## src/rtl/sprite_index_pipeline.sv

```systemverilog
// ---------------------------------------------------------------------------
// sprite_index_pipeline
//
// Per-pixel layer resolver sitting in front of the palette lookups. For each
// VGA pixel it hit-tests the character, monster and bullet sprites against
// positions latched once per frame, drives the ROM addresses for every
// layer, absorbs the 1-cycle synchronous ROM read and resolves priority and
// transparency into a 4-bit palette index plus a layer select. The sync and
// blank signals travel through the same pipeline, so everything leaves
// aligned. Fixed latency is 3 cycles, with no stall.
//
// Ports
//   Clk, Reset_n                    pixel clock, async active-low reset
//   DrawX, DrawY                    current pixel column / row
//   blank_in, hs_in, vs_in          1 = visible; active-low syncs
//   char_x/y, mon_x/y, bul_x/y      sprite top-left positions (live)
//   mon_alive, bul_active           monster / bullet layer enables (live)
//   bg_addr, char_addr,
//   mon_addr, bul_addr              ROM addresses, registered (t+1)
//   bg_q, char_q, mon_q, bul_q      ROM data, valid one cycle after address
//   pal_idx, layer_sel              resolved pixel (t+3);
//                                   layer 0 bg, 1 mon, 2 char, 3 bullet
//   blank_out, hs_out, vs_out       syncs aligned with pal_idx
// ---------------------------------------------------------------------------
module sprite_index_pipeline #(
    parameter int CHAR_W     = 32,
    parameter int CHAR_H     = 32,
    parameter int MON_W      = 32,
    parameter int MON_H      = 32,
    parameter int BUL_W      = 8,
    parameter int BUL_H      = 8,
    parameter int MON_FRAMES = 2,
    parameter int ANIM_DIV   = 8
) (
    input  logic        Clk,
    input  logic        Reset_n,
    input  logic [9:0]  DrawX,
    input  logic [9:0]  DrawY,
    input  logic        blank_in,
    input  logic        hs_in,
    input  logic        vs_in,
    input  logic [9:0]  char_x,
    input  logic [9:0]  char_y,
    input  logic [9:0]  mon_x,
    input  logic [9:0]  mon_y,
    input  logic [9:0]  bul_x,
    input  logic [9:0]  bul_y,
    input  logic        mon_alive,
    input  logic        bul_active,
    output logic [16:0] bg_addr,
    output logic [9:0]  char_addr,
    output logic [10:0] mon_addr,
    output logic [5:0]  bul_addr,
    input  logic [3:0]  bg_q,
    input  logic [3:0]  char_q,
    input  logic [3:0]  mon_q,
    input  logic [3:0]  bul_q,
    output logic [3:0]  pal_idx,
    output logic [1:0]  layer_sel,
    output logic        blank_out,
    output logic        hs_out,
    output logic        vs_out
);

    localparam int AF_W = (MON_FRAMES > 1) ? $clog2(MON_FRAMES) : 1;
    localparam int FC_W = (ANIM_DIV > 1) ? $clog2(ANIM_DIV) : 1;

    typedef enum logic [1:0] {
        LAYER_BG   = 2'd0,
        LAYER_MON  = 2'd1,
        LAYER_CHAR = 2'd2,
        LAYER_BUL  = 2'd3
    } layer_e;

    typedef struct packed {
        logic bul;
        logic chr;
        logic mon;
    } hits_t;

    typedef struct packed {
        logic blank;
        logic hs;
        logic vs;
    } sync_t;

    // Reset state of the sync pipeline: blanked, syncs inactive (high).
    localparam sync_t SYNC_RST = '{blank: 1'b0, hs: 1'b1, vs: 1'b1};

    // -----------------------------------------------------------------------
    // Frame-boundary detection and shadow position registers
    // -----------------------------------------------------------------------
    logic       vs_prev_q;
    logic       vs_fall;

    logic [9:0] char_x_q, char_y_q, mon_x_q, mon_y_q, bul_x_q, bul_y_q;
    logic       char_en_q, mon_en_q, bul_en_q;

    assign vs_fall = vs_prev_q & ~vs_in;

    // The character has no external enable; char_en_q keeps it hidden from
    // reset until the first latched frame so a (0,0) shadow never shows.
    // NOTE: sequential state uses non-blocking (<=) so every register samples
    // the pre-edge value of its sources, independent of statement order.
    always_ff @(posedge Clk or negedge Reset_n) begin
        if (!Reset_n) begin
            vs_prev_q <= 1'b1;
            char_x_q  <= '0;
            char_y_q  <= '0;
            mon_x_q   <= '0;
            mon_y_q   <= '0;
            bul_x_q   <= '0;
            bul_y_q   <= '0;
            char_en_q <= 1'b0;
            mon_en_q  <= 1'b0;
            bul_en_q  <= 1'b0;
        end else begin
            vs_prev_q <= vs_in;
            if (vs_fall) begin
                char_x_q  <= char_x;
                char_y_q  <= char_y;
                mon_x_q   <= mon_x;
                mon_y_q   <= mon_y;
                bul_x_q   <= bul_x;
                bul_y_q   <= bul_y;
                char_en_q <= 1'b1;
                mon_en_q  <= mon_alive;
                bul_en_q  <= bul_active;
            end
        end
    end

    // -----------------------------------------------------------------------
    // Monster animation sequencing
    // -----------------------------------------------------------------------
    logic [FC_W-1:0] frame_cnt_q, frame_cnt_d;
    logic [AF_W-1:0] anim_frame_q, anim_frame_d;

    // NOTE: every always_comb output gets a default first, so no path can
    // leave it unassigned and infer a latch.
    always_comb begin
        frame_cnt_d  = frame_cnt_q;
        anim_frame_d = anim_frame_q;
        if (vs_fall) begin
            if (frame_cnt_q == FC_W'(ANIM_DIV - 1)) begin
                frame_cnt_d  = '0;
                anim_frame_d = (anim_frame_q == AF_W'(MON_FRAMES - 1))
                             ? '0 : anim_frame_q + 1'b1;
            end else begin
                frame_cnt_d = frame_cnt_q + 1'b1;
            end
        end
    end

    always_ff @(posedge Clk or negedge Reset_n) begin
        if (!Reset_n) begin
            frame_cnt_q  <= '0;
            anim_frame_q <= '0;
        end else begin
            frame_cnt_q  <= frame_cnt_d;
            anim_frame_q <= anim_frame_d;
        end
    end

    // -----------------------------------------------------------------------
    // Stage A: hit tests and ROM address generation
    // -----------------------------------------------------------------------
    // Bounds are compared at 11 bits so an object whose right/bottom edge
    // passes 1023 clips instead of wrapping to a tiny upper bound.
    function automatic logic in_span(input logic [9:0] p,
                                     input logic [9:0] org,
                                     input int         size);
        logic [10:0] lo;
        logic [10:0] hi;
        lo = {1'b0, org};
        hi = lo + 11'(size);
        return ({1'b0, p} >= lo) && ({1'b0, p} < hi);
    endfunction

    hits_t       hits_a_d, hits_a_q;
    sync_t       sync_a_q;
    logic [16:0] bg_addr_d, bg_addr_q;
    logic [9:0]  char_addr_d, char_addr_q;
    logic [10:0] mon_addr_d, mon_addr_q;
    logic [5:0]  bul_addr_d, bul_addr_q;

    logic [9:0]  char_dx, char_dy, mon_dx, mon_dy, bul_dx, bul_dy;

    assign char_dx = DrawX - char_x_q;
    assign char_dy = DrawY - char_y_q;
    assign mon_dx  = DrawX - mon_x_q;
    assign mon_dy  = DrawY - mon_y_q;
    assign bul_dx  = DrawX - bul_x_q;
    assign bul_dy  = DrawY - bul_y_q;

    always_comb begin
        hits_a_d.chr = char_en_q && in_span(DrawX, char_x_q, CHAR_W)
                                 && in_span(DrawY, char_y_q, CHAR_H);
        hits_a_d.mon = mon_en_q  && in_span(DrawX, mon_x_q, MON_W)
                                 && in_span(DrawY, mon_y_q, MON_H);
        hits_a_d.bul = bul_en_q  && in_span(DrawX, bul_x_q, BUL_W)
                                 && in_span(DrawY, bul_y_q, BUL_H);

        // Background is 320x240 upscaled 2x, so drop the LSB of each axis.
        bg_addr_d = 17'(DrawY[9:1]) * 17'd320 + 17'(DrawX[9:1]);

        // Non-hit layers park at address 0 to stay inside each ROM.
        char_addr_d = '0;
        mon_addr_d  = '0;
        bul_addr_d  = '0;
        if (hits_a_d.chr) begin
            char_addr_d = 10'(char_dy) * 10'(CHAR_W) + 10'(char_dx);
        end
        if (hits_a_d.mon) begin
            // Animation frames are stored back-to-back in the monster ROM.
            mon_addr_d = 11'(mon_dy) * 11'(MON_W) + 11'(mon_dx)
                       + 11'(anim_frame_q) * 11'(MON_W * MON_H);
        end
        if (hits_a_d.bul) begin
            bul_addr_d = 6'(bul_dy) * 6'(BUL_W) + 6'(bul_dx);
        end
    end

    always_ff @(posedge Clk or negedge Reset_n) begin
        if (!Reset_n) begin
            hits_a_q    <= '0;
            sync_a_q    <= SYNC_RST;
            bg_addr_q   <= '0;
            char_addr_q <= '0;
            mon_addr_q  <= '0;
            bul_addr_q  <= '0;
        end else begin
            hits_a_q    <= hits_a_d;
            sync_a_q    <= '{blank: blank_in, hs: hs_in, vs: vs_in};
            bg_addr_q   <= bg_addr_d;
            char_addr_q <= char_addr_d;
            mon_addr_q  <= mon_addr_d;
            bul_addr_q  <= bul_addr_d;
        end
    end

    assign bg_addr   = bg_addr_q;
    assign char_addr = char_addr_q;
    assign mon_addr  = mon_addr_q;
    assign bul_addr  = bul_addr_q;

    // -----------------------------------------------------------------------
    // Stage B: ROM read in progress; carry flags and syncs one more cycle
    // -----------------------------------------------------------------------
    hits_t hits_b_q;
    sync_t sync_b_q;

    always_ff @(posedge Clk or negedge Reset_n) begin
        if (!Reset_n) begin
            hits_b_q <= '0;
            sync_b_q <= SYNC_RST;
        end else begin
            hits_b_q <= hits_a_q;
            sync_b_q <= sync_a_q;
        end
    end

    // -----------------------------------------------------------------------
    // Stage C: priority / transparency resolve
    // -----------------------------------------------------------------------
    logic [3:0] pal_idx_d, pal_idx_q;
    layer_e     layer_sel_d, layer_sel_q;
    sync_t      sync_c_q;

    // Sprite index 0 is transparent; the background is always opaque.
    always_comb begin
        pal_idx_d   = bg_q;
        layer_sel_d = LAYER_BG;
        if (hits_b_q.bul && (bul_q != 4'd0)) begin
            pal_idx_d   = bul_q;
            layer_sel_d = LAYER_BUL;
        end else if (hits_b_q.chr && (char_q != 4'd0)) begin
            pal_idx_d   = char_q;
            layer_sel_d = LAYER_CHAR;
        end else if (hits_b_q.mon && (mon_q != 4'd0)) begin
            pal_idx_d   = mon_q;
            layer_sel_d = LAYER_MON;
        end
        if (!sync_b_q.blank) begin
            pal_idx_d   = 4'd0;
            layer_sel_d = LAYER_BG;
        end
    end

    always_ff @(posedge Clk or negedge Reset_n) begin
        if (!Reset_n) begin
            pal_idx_q   <= '0;
            layer_sel_q <= LAYER_BG;
            sync_c_q    <= SYNC_RST;
        end else begin
            pal_idx_q   <= pal_idx_d;
            layer_sel_q <= layer_sel_d;
            sync_c_q    <= sync_b_q;
        end
    end

    assign pal_idx   = pal_idx_q;
    assign layer_sel = layer_sel_q;
    assign blank_out = sync_c_q.blank;
    assign hs_out    = sync_c_q.hs;
    assign vs_out    = sync_c_q.vs;

endmodule

```

## config.mk

```make
export PLATFORM = sky130hd
export DESIGN_NAME = sprite_index_pipeline
export DESIGN_NICKNAME = d
export VERILOG_FILES = /design/src/rtl/sprite_index_pipeline.sv
export SDC_FILE = /design/constraint.sdc
export NUM_CORES = 1
export LEC_CHECK = 0
export BUFFER_PORTS_ARGS = -buffer_cell sky130_fd_sc_hd__buf_2
export CORE_AREA = 2 2 125 127
export DETAILED_ROUTE_END_ITERATION = 10
export DIE_AREA = 0 0 127 129
export HOLD_SLACK_MARGIN = 0.12
export PLACE_DENSITY = 0.87
export SLEW_MARGIN = 40
export SYNTH_ARGS = -nofsm -noshare
export SYNTH_HDL_FRONTEND = slang
export SYNTH_SLANG_ARGS = --single-unit
export TNS_END_PERCENT = 100
```

## constraint.sdc

```tcl
create_clock -name Clk -period 9.4 [get_ports Clk]
set_clock_uncertainty 0.15 [all_clocks]
set_input_delay 0.47 -clock Clk [delete_from_list [all_inputs] [get_ports Clk]]
set_output_delay 0.47 -clock Clk [all_outputs]
set_load 0.02 [all_outputs]
```

# --- Word level (Yosys, flattened, before mapping) ---
# Cells that the tools add are included.
op_classes:
  multipliers: 1
  reduce_logical: 19
  shift: 0
  n_addsub: 19
  bitwise_logic: 2
  eq_ne: 1
  n_lt_le_gt_ge: 12
  div: 0
  n_mux: 13
op_table:
  columns: ["cell", "n"]
  rows:
  - ["less-than comparator 10 x 11 -> 1 bit", 6]
  - [">= comparator 10 bit", 6]
  - ["adder 10 x 6 -> 11 bit (second input constant)", 4]
  - ["adder 10 x 4 -> 11 bit (second input constant)", 2]
  - ["subtractor 10 bit", 2]
  - ["adder 17 x 9 -> 17 bit", 1]
  - ["2-to-1 mux 4 bit", 4]
  - ["logical AND 1 bit", 15]
  - ["nonzero test 4 bit", 3]
  - ["subtractor 6 bit", 2]
  - ["adder 11 x 10 -> 11 bit", 1]
  - ["adder 11 bit", 1]
  - ["multiplier 9 x 3 -> 11 bit (second input constant)", 1]
  - ["2-to-1 mux 11 bit", 1]
  - ["adder 10 bit", 1]
  - ["2-to-1 mux 10 bit", 1]
  - ["adder 6 bit", 1]
  - ["2-to-1 mux 2 bit", 3]
  - ["2-to-1 mux 6 bit", 1]
  - ["subtractor 5 bit", 1]
  - ["adder 3 x 1 -> 3 bit (second input constant)", 1]
  - ["== test 3 bit (second input constant)", 1]
  - ["2-to-1 mux 3 bit", 1]
  - ["subtractor 3 bit", 1]
  - ["5 further kinds", 6]
word_totals:
  in_bits: 103
  regBits: 132
  mem_bits_ro: 0
  latchBits: 0
  output_inout_bits: 53
  mem_bits_rw: 0
  memories: 0
  wordCells: 99

# --- Depth between registers and ports, before layout ---
# Gate-level depths: netlist of run 1.
logic_depth:
  depth_word: 6
  depth_mapped: 16
  ltp_nobuf: 16

# --- Worst setup path after synthesis of run 1 ---
# OpenSTA, ideal clock, no wires.
synth_path:
  path_type: "input-to-reg"
  from: "input DrawX[0]"
  to: "register mon_addr_q[10], in the netlist mon_addr[10]"
  n_path_buf: 0
  setup_ns: 0.086
  arrival_ns: 3.071
  t_required_ns: 9.164
  slack_ns: 6.093
  stages: 16
  cell_sequence: "inv_1 -> ha_1 -> inv_1 -> fa_1 -> a21o_1 -> a211oi_2 -> nor2_1 -> nor2_1 -> xnor2_1 -> ha_1 -> a21o_1 -> a21oi_1 -> o21bai_1 -> a21oi_1 -> xnor3_1 -> nor3_1"
synth_between:
  elab_chain_cells: 5
  elab_cells_between_ends: 9
  cone_classes: "add/sub (3); order compare (2); mux (1); reduce/logical (3)"
synth_rtl:
  columns: ["item", "line_no", "text"]
  rows:
  - ["from (decl)", "37", "input logic [9:0] DrawX,"]
  - ["parallel branches: the longest is 4 deep, another holds adder 11 x 10 -> 11 bit", null, null]
  - ["2-to-1 mux 11 bit (*)", "214", "if (hits_a_d.mon) begin"]
  - ["named net mon_addr_d[10]", "184", "logic [10:0] mon_addr_d, mon_addr_q;"]
  - ["to (signal assigned)", "237", "mon_addr_q <= mon_addr_d;"]
  - ["to (decl)", "184", null]
# Mark *: on every way through the listed nets, which the timed path passes.
# A chain may end at the register's enable or synchronous reset.

# --- Final worst setup path of run 1 ---
layout_path:
  from: "input DrawX[3]"
  to: "register mon_addr_q[10], in the netlist mon_addr[10]"
# Same word-level chain as after synthesis.

==> impl_metrics.yaml, run 1 <==
status:
  outcome: "finished, final reports clean"
cts:
  clkLatencyLatePin_ps: 430
  post_cts_buffers: 0
  htreeDepth: 4
  cts.clk_slew.worst_paths_ps: 60
  cts_tree: "built"
  ctsHoldBuffers: 53
  cts_root_buffer: "clkbuf_16"
  ctsResizeCount: 0
  cts.path.max_buffers: 2
  numCtsBuffers: 17
  cts_sinks: 132
routing:
  drt-initial-drc-count: 472
  ant_nets: 0
  viasPerCell: 5.77
  routed_wirelength_um: 23500
  drc: 0
  post_drt_wl_per_cell_um: 17.6
  dr_total_vias: 7688
  dr.pass1.iters: 5
worst_setup_path:
  cp_slowest_cell: "dlygate4sd3_1"
  crit_fanout: 7
  critPathBufInv: 2
  critical_path_class: "in2reg"
  max_stage_delay_ps: 550
  cp_cell_sequence: "dlygate4sd3_1 > buf_2 > ha_1 > o21a_1 > o31a_1 > o21ai_1 > and2_1 > o21ai_0 > xor2_1 > ha_1 > a21oi_1 > o21bai_1 > a21oi_1 > xnor3_1 > nor3_1"
  cpLargestDelayFamily: "compound AO/OA/AOI/OAI gates"
  critPathLaunchType: "primary input"
  critPathRequiredTime_ps: 9590
  crit_path_end_kind: "flop"
  arrival_ps: 3840
logic_synthesis:
  ys_ff_latch: 132
  syn_avg_cell_area_um2: 9.95
  synth_most_common_cell: "ha_1"
  synth_area_um2: 9120
  yosysTopAreaCellShare: 0.346
  synth_largest_area_cell: "dfrtp_1"
  ys_types: 71
  ys_warn_count: 0
  synth_edf_count: 0
  synthFlopType: "dfrtp_1"
  synthTopCellsByArea: "dfrtp_1 (35%), ha_1 (19%), fa_1 (4.6%)"
  syn_nets: 1177
  postSynthCellCount: 917
  yosysSeqAreaShare: 0.363
  synth_common_cells: "ha_1 (136), dfrtp_1 (126), inv_1 (107), o21ai_0 (82), nand2_1 (80)"
  async_reset_ff_frac: 1.00
cells_and_area:
  drive_gt1_frac: 0.205
  num_antenna_cells: 0
  nFillCells: 961
  area_delta_synth_final_pct: 23.0
  final_cells: 1332
  nets: 1391
power_and_ir_drop:
  power.density_nw_per_um2: 194
  peakVddDrop_v: 0.000144
  leakage_uw: 0.00552
sta:
  period_minus_slack_ps: 3650
  whs_ps: 124
  worst_slew_pin_slew_ps: 811
  slew_headroom: 0.458
  slew_violations: 0
  max_freq_mhz: 274
  setup_viol: 0
  min_period_over_period: 0.389
  finalHoldViolations: 0
  fin_tns_setup_ps: 0
  rsz0062_at_grt: "false"
global_routing:
  grt_pass1_wl_um: 38000
  grt_pass1_vias: 7801
  grt_max_degree: 82
  antenna_found_initial: 0
  gr-total-overflow: 0
  grt_usage: 0.296
floorplan:
  core-area_um2: 15000
  rows: 45
  io_pins: 156
  die_h_um: 129
  initial_core_util: 0.609
  die_area_um2: 16400
  die_x_um: 127
hold_path:
  hold_class: "in2reg"
place:
  gp_congestion: 0.852
  dp_hpwl_um: 16400
  dp.cells: 1246
  io_buffers: 155
run:
  cap_violations: 0
-- placed cells by master (no fill, tap or decap), drive strengths merged, types with 23 or more instances in the layout --
| cell type | instances |
|---|---|
| nand3 | 23 |
| buf | 158 |
| ha | 136 |
| dfrtp | 126 |
| dlygate4sd3 | 53 |
| xnor2 | 44 |
| inv | 113 |
| a21oi | 38 |
| nor2 | 42 |
| o21ai | 85 |
| nand2 | 80 |
| nor3 | 26 |
-- registers in the layout, indices dropped and copies added, names as in the netlist, 4 cells and up --
register,flops
char_x_q,10
char_addr,10
mon_x_q,10
pal_idx,4
mon_y_q,10
mon_addr,11
char_y_q,10
bg_addr,17
bul_y_q,10
bul_x_q,10
bul_addr,6
-- where the power goes --
part / leakage (uW) / total [uW] / switching, uW / internal (uW)
Clock: 0.000285 / 668 / 267 / 400
Combinational: 0.00359 / 819 / 466 / 353
Sequential: 0.00165 / 687 / 43.4 / 644
Total: 0.00552 / 2170 / 777 / 1400
-- area by class of cell --
class | instances | area [um^2] | share of cell area
timing repair buffer | 211 | 1350 | 0.120
inverter | 109 | 409 | 0.0365
multi-input combinational | 660 | 5330 | 0.475
clock buffer | 19 | 443 | 0.0395
tap | 188 | 235 | 0.0210
sequential | 132 | 3310 | 0.295
clock inverter | 13 | 146 | 0.0130
-- tightest hold or removal path, cell delays in order --
cell and delay [ps]:
buf_2 80, nand2_1 40, o21ai_0 70
-- cells by family (layout without fill, tap and decap cells) --
| kind of cell | count (synthesis) | in the layout | share of synthesized area |
|---|---|---|---|
| simple gates | 219 | 219 | 0.122 |
| compound gates | 209 | 209 | 0.152 |
| fa+ha+maj | 157 | 157 | 0.233 |
| flops | 132 | 132 | 0.363 |
| buf+inv | 125 | 352 | 0.0539 |
| xor+xnor | 63 | 63 | 0.0620 |
| mux | 12 | 12 | 0.0147 |
-- final timing paths --
path / start / endpoint / slack, ps / depth (start not counted)
hold / removal: bul_y[4] / bul_y_q[4] / 120 / 3
setup / recovery: DrawX[3] / mon_addr[10] / 5750 / 15
setup reg to reg: mon_x_q[1] / mon_addr[10] / 6070 / 14
max in group asynchronous: Reset_n / bul_y_q[9] / 7600 / 3
hold reg to reg: hits_a_q[1] / hits_b_q[1] / 200 / 0
min in group asynchronous: Reset_n / mon_addr[0] / 450 / 2
-- per-layer routing --
layer,share of wire,global-route usage
met5,0,0
met4,0.037,0.142
met3,0.064,0.0615
met2,0.49,0.507
met1,0.41,0.361
-- stage by stage --
step / utilization / instance area (um^2) / total power, uW / setup slack [ps]
after CTS: 0.748 / 11200 / 2170 / 5760
after global routing: 0.749 / 11200 / 2310 / 5520
after floorplan: - / 9120 / 1270 / 6090
after detailed placement: 0.673 / 10100 / 1470 / 5690
final: 0.749 / 11200 / 2170 / 5750
after global placement: 0.673 / 10100 / 1430 / 5780
Power figures use the tool's default switching activity.
==> run 2, diff against run 1 <==
--- a/config.mk
+++ b/config.mk
@@ -6,11 +6,11 @@
 export NUM_CORES = 1
 export LEC_CHECK = 0
 export BUFFER_PORTS_ARGS = -buffer_cell sky130_fd_sc_hd__buf_2
-export CORE_AREA = 2 2 125 127
+export CORE_AREA = 2 2 129 131
 export DETAILED_ROUTE_END_ITERATION = 10
-export DIE_AREA = 0 0 127 129
+export DIE_AREA = 0 0 131 133
 export HOLD_SLACK_MARGIN = 0.12
-export PLACE_DENSITY = 0.87
+export PLACE_DENSITY = 0.83
 export SLEW_MARGIN = 40
 export SYNTH_ARGS = -nofsm -noshare
 export SYNTH_HDL_FRONTEND = slang
==> constraint.sdc (replaced) <==
create_clock -name Clk -period 3.5 [get_ports Clk]
set_clock_uncertainty 0.15 [all_clocks]
set_input_delay 0.175 -clock Clk [delete_from_list [all_inputs] [get_ports Clk]]
set_output_delay 0.175 -clock Clk [all_outputs]
set_load 0.02 [all_outputs]
==> run 2 against run 1 <==
Hold slack got worse by 2.1 ps. Critical path type unchanged. Sequential power increased to 2.7 times the previous value. Clock power increased to 3.2 times the previous value. Setup slack got worse by 5500 ps. Utilization decreased by 2.3 points. Die area increased by 6.3%.
==> impl_metrics.yaml, run 2 (synthesized netlist as in run 1, its figures left out) <==
cts:
  cts.clk_slew.worst_paths_ps: 60
  cts_tree: "built"
  cts_sinks: 132
  cts.path.max_buffers: 2
  cts_root_buffer: "clkbuf_16"
  clkLatencyLatePin_ps: 430
  htreeDepth: 4
  post_cts_buffers: 0
  numCtsBuffers: 17
global_routing:
  grt_max_degree: 122
  antenna_found_initial: 0
  grt_pass1_wl_um: 37700
  grt_usage: 0.281
  gr-total-overflow: 0
  grt_pass1_vias: 7785
cells_and_area:
  final_cells: 1398
  final_common_cell: "buf_2"
  area_delta_synth_final_pct: 28.8
  nFillCells: 1098
  nets: 1425
  drive_gt1_frac: 0.204
  post-route-util: 0.726
  final_cell_mix: "buf_2 (154), ha_1 (136), dfrtp_1 (126)"
  largest_register_ffs: 17
  num_antenna_cells: 0
routing:
  dr_total_vias: 7773
  dr.pass1.iters: 5
  post_drt_wl_per_cell_um: 17.1
  viasPerCell: 5.56
  drt-initial-drc-count: 413
  routed_wirelength_um: 23800
  ant_nets: 0
  drc: 0
place:
  dp.cells: 1280
  gp_congestion: 0.914
  dp_hpwl_um: 16000
  post-place-ws_ps: 67.3
  io_buffers: 155
floorplan:
  die_h_um: 133
  die_area_um2: 17400
  io_pins: 156
  core-area_um2: 16200
  initial_core_util: 0.564
  rows: 47
  die_x_um: 131
sta:
  min_period_over_period: 0.941
  finalHoldViolations: 0
  slew_headroom: 0.453
  slew_violations: 0
  setup_viol: 0
  setup_ws_ps: 207
  period_minus_slack_ps: 3290
  max_freq_mhz: 304
  worst_slew_pin_slew_ps: 816
power_and_ir_drop:
  leakage_uw: 0.00573
  power.density_nw_per_um2: 529
  peakVddDrop_v: 0.000405
hold_path:
  hold_class: "in2reg"
worst_setup_path:
  arrival_ps: 3480
  crit_fanout: 7
  critPathRequiredTime_ps: 3680
  crit_path_end_kind: "flop"
  critical_path_class: "in2reg"
  critPathLaunchType: "primary input"
status:
  outcome: "finished, final reports clean"
run:
  cap_violations: 0
run 2: changes by cell type in the layout (fill, tap and decap cells not counted), sizes merged:
cell / previous run / this run
dlygate4sd3: 53 / 86
bufinv: 2 / 7
buf: 158 / 159
clkinv: 5 / 2
clkbuf: 19 / 18
clkinvlp: 2 / 1
run 2: worst paths after layout:
kind / start / to / slack [ps] / cells past startpoint
hold / removal: DrawX[0] / char_addr[0] / 120 / 4
max in group asynchronous: Reset_n / vs_out / 2350 / 3
min in group asynchronous: Reset_n / bg_addr[5] / 140 / 2
setup reg to reg: mon_x_q[0] / mon_addr[10] / 250 / 15
setup / recovery: DrawX[1] / mon_addr[10] / 210 / 15
hold reg to reg: hits_a_q[1] / hits_b_q[1] / 200 / 0
run 2: report_power, final:
group	switching, uW	leakage (uW)	internal [uW]	total (uW)
combinational	1240	0.00375	994	2240
sequential	116	0.00165	1730	1850
clock	717	0.000336	1420	2140
run 2: metal layers:
layer	share of wire	routed length [um]	vias up	GRT usage
met4	0.037	874	0	0.125
met5	0	0	-	0
met2	0.49	11700	284	0.475
met3	0.053	1250	72	0.0493
met1	0.42	10000	3728	0.349
li1	-	-	3689	-
run 2: per-stage QoR:
stage	hold slack [ps]	TNS (ps)	instance area (um^2)	power, uW
floorplan	-271	0	9120	3400
global placement	131	0	10100	3860
detailed placement	0.784	0	10200	3940
CTS	126	0	11700	6190
global route	133	-32.5	11700	6590
finish	122	0	11700	6220
run 2: area by class of cell:
class	instances	area, um^2	share of cell area
Sequential cell	132	3310	0.282
Multi-Input combinational cell	660	5350	0.455
Clock inverter	14	270	0.0230
Inverter	109	409	0.0348
Timing Repair Buffer	245	1710	0.145
Clock buffer	18	429	0.0365
Tap cell	220	275	0.0234
run 2: critical path: stages:
cell	delay [ps]
dlygate4sd3_1	550
buf_2	200
ha_1	330
nor2b_1	150
o31a_1	260
o21ai_1	190
and2_4	190
o21ai_0	130
xor2_1	170
ha_1	340
a21oi_2	180
o21bai_1	70
a21oi_1	170
xnor3_1	230
nor3_1	140
run 2: repair_timing:
item / 4_1_cts / 5_1_grt
hold buffers: 86 / 0
resized for setup: 0 / 4
hold endpoints to repair: 209 / 0
setup endpoints to repair: 0 / 1
==> run 3, diff against run 2 <==
--- a/config.mk
+++ b/config.mk
@@ -5,12 +5,13 @@
 export SDC_FILE = /design/constraint.sdc
 export NUM_CORES = 1
 export LEC_CHECK = 0
+export ABC_AREA = 1
 export BUFFER_PORTS_ARGS = -buffer_cell sky130_fd_sc_hd__buf_2
-export CORE_AREA = 2 2 129 131
+export CORE_AREA = 2 2 133 135
 export DETAILED_ROUTE_END_ITERATION = 10
-export DIE_AREA = 0 0 131 133
+export DIE_AREA = 0 0 135 137
 export HOLD_SLACK_MARGIN = 0.12
-export PLACE_DENSITY = 0.83
+export PLACE_DENSITY = 0.82
 export SLEW_MARGIN = 40
 export SYNTH_ARGS = -nofsm -noshare
 export SYNTH_HDL_FRONTEND = slang
==> run 3 against run 2 <==
Hold slack improved by 38 ps. Routed wire length rose by 4.6%. Utilization fell by 0.67 points. Largest cell class unchanged.
==> impl_metrics.yaml, run 3 <==
worst_setup_path:
  cp_slowest_cell: "dlygate4sd3_1"
  cpLargestDelayFamily: "buffers and inverters"
  worstReg2RegEnd: "char_addr[9]"
  critPathLaunchType: "primary input"
  crit_fanout: 7
  r2r_slack_ps: 410
  max_stage_delay_ps: 670
  critPathRequiredTime_ps: 3720
  cp_cell_sequence: "dlygate4sd3_1 > buf_2 > o31ai_2 > dlygate4sd3_1 > nand2_1 > inv_1 > o211ai_1 > dlygate4sd3_1 > a21oi_1 > dlygate4sd3_1"
  arrival_ps: 3580
  crit_path_end_kind: "flop"
  cp_common_cell: "dlygate4sd3_1"
  r2r_start: "char_y_q[2]"
  critical_path_class: "in2reg"
  critPathBufInv: 6
  ff2ff_path_depth: 14
hold_path:
  hold_start: "DrawY[9]"
  min_to: "bg_addr[16]"
  hold_depth: 6
  hold_class: "in2reg"
global_routing:
  grt_max_degree: 113
  grt_pass1_vias: 8820
  gr-total-overflow: 0
  grt_pass1_wl_um: 41100
  antenna_found_initial: 0
  grt_usage: 0.284
floorplan:
  core-area_um2: 17100
  initial_core_util: 0.570
  die_x_um: 135
  rows: 48
  die_area_um2: 18500
  die_h_um: 137
  io_pins: 156
logic_synthesis:
  syn_avg_cell_area_um2: 8.13
  ys_warn_count: 0
  synthTopCellsByArea: "dfrtp_1 (32%), ha_1 (17%), nand2_1 (11%)"
  synth_common_cells: "nand2_1 (292), inv_1 (189), ha_1 (136), dfrtp_1 (126), nor2_1 (82)"
  synth_area_um2: 9730
  postSynthCellCount: 1197
  yosysSeqAreaShare: 0.340
  synth_largest_area_cell: "dfrtp_1"
  async_reset_ff_frac: 1.00
  syn_nets: 1457
  yosysTopAreaCellShare: 0.324
  synth_most_common_cell: "nand2_1"
  synth_edf_count: 0
  synthFlopType: "dfrtp_1"
  ys_types: 40
  ys_ff_latch: 132
routing:
  viasPerCell: 5.17
  drt-initial-drc-count: 477
  dr_total_vias: 8745
  ant_nets: 0
  post_drt_wl_per_cell_um: 14.7
  dr.pass1.iters: 5
  drc: 0
  routed_wirelength_um: 24900
sta:
  max_freq_mhz: 297
  slew_violations: 0
  period_minus_slack_ps: 3360
  rsz0062_at_grt: "false"
  whs_ps: 160
  fin_tns_setup_ps: 0
  setup_viol: 0
  slew_headroom: 0.534
  min_period_over_period: 0.961
  worst_slew_pin_slew_ps: 696
  finalHoldViolations: 0
cells_and_area:
  nets: 1714
  num_antenna_cells: 0
  final_cell_mix: "nand2_1 (292), inv_1 (189), buf_2 (154)"
  drive_gt1_frac: 0.168
  largest_register_ffs: 17
  nFillCells: 1310
  final_cell_area_um2: 12300
  area_delta_synth_final_pct: 26.2
  final_common_cell: "nand2_1"
status:
  outcome: "finished, final reports clean"
cts:
  htreeDepth: 4
  cts.path.max_buffers: 2
  cts_sinks: 132
  clkLatencyLatePin_ps: 440
  cts_tree: "built"
  numCtsBuffers: 17
  cts_root_buffer: "clkbuf_16"
  cts.clk_slew.worst_paths_ps: 70
  post_cts_buffers: 0
place:
  gp_congestion: 0.911
  io_buffers: 155
  post_dp_cell_area_um2: 10800
  dp_hpwl_um: 17900
power_and_ir_drop:
  power_uw: 5900
  power.density_nw_per_um2: 481
  leakage_uw: 0.00662
  peakVddDrop_v: 0.000392
run:
  cap_violations: 0
-- run 3: worst register-to-register path, stage by stage, from the launching register on --
cell and delay, ps:
dfrtp_1 370, inv_1 80, ha_1 290, a21o_1 210, a31oi_1 210, xor2_1 170
inv_1 60, fa_1 430, ha_1 340, nand2_1 80, or2_2 300, nand3_1 100
nand3_1 80, nand2_1 60, nor2_1 40
-- run 3: cells by family (layout without fill, tap and decap cells) --
family,Yosys count,after routing,synth area share
compound gates,140,140,0.0796
xor+xnor,61,61,0.0557
flops,132,132,0.340
simple gates,499,499,0.223
buf+inv,208,478,0.0831
fa+ha+maj,157,157,0.218
-- run 3: cell type report --
class	instances	area, um^2	share of cell area
Multi-Input combinational cell	857	5630	0.459
Sequential cell	132	3310	0.270
Timing Repair Buffer	254	1770	0.145
Inverter	192	721	0.0587
Clock buffer	17	425	0.0347
Tap cell	225	282	0.0229
Clock inverter	15	135	0.0110
-- run 3: report_power, final --
| group | switching, uW | internal, uW | leakage, uW |
|---|---|---|---|
| Combinational | 1410 | 960 | 0.00469 |
| Clock | 781 | 937 | 0.000273 |
| Sequential | 100 | 1710 | 0.00165 |
-- run 3: through the flow --
stage	worst slack, ps	instances	utilization
after floorplan	633	1197	-
after global placement	500	1569	0.632
after detailed placement	426	1569	0.632
after CTS	276	1690	0.717
after global routing	12.2	1692	0.720
final	138	1692	0.720
-- run 3: timing repair --
action | 4_1_cts | 5_1_grt
hold endpoints to repair | 189 | 6
hold buffers | 89 | 1
gates resized for setup | 0 | 3
endpoints found under the setup margin | 0 | 1
-- run 3: worst max-delay path by stage --
stage                     depth (start not counted)  slack (ps)            to        start
after global placement                           14         500  char_addr[9]     DrawY[2]
after detailed placement                         14         430  char_addr[9]     DrawY[2]
final                                            10         140    pal_idx[1]    char_q[2]
after global routing                             20          10  mon_addr[10]     DrawX[0]
after CTS                                        20         280  mon_addr[10]     DrawX[2]
after floorplan                                  14         630  char_addr[9]  char_y_q[2]
-- run 3: layer usage --
metal  global-route usage  wire, um
met5                    0         0
met4                0.133       952
met3               0.0530      1310
met2                0.497     12200
met1                0.339     10500
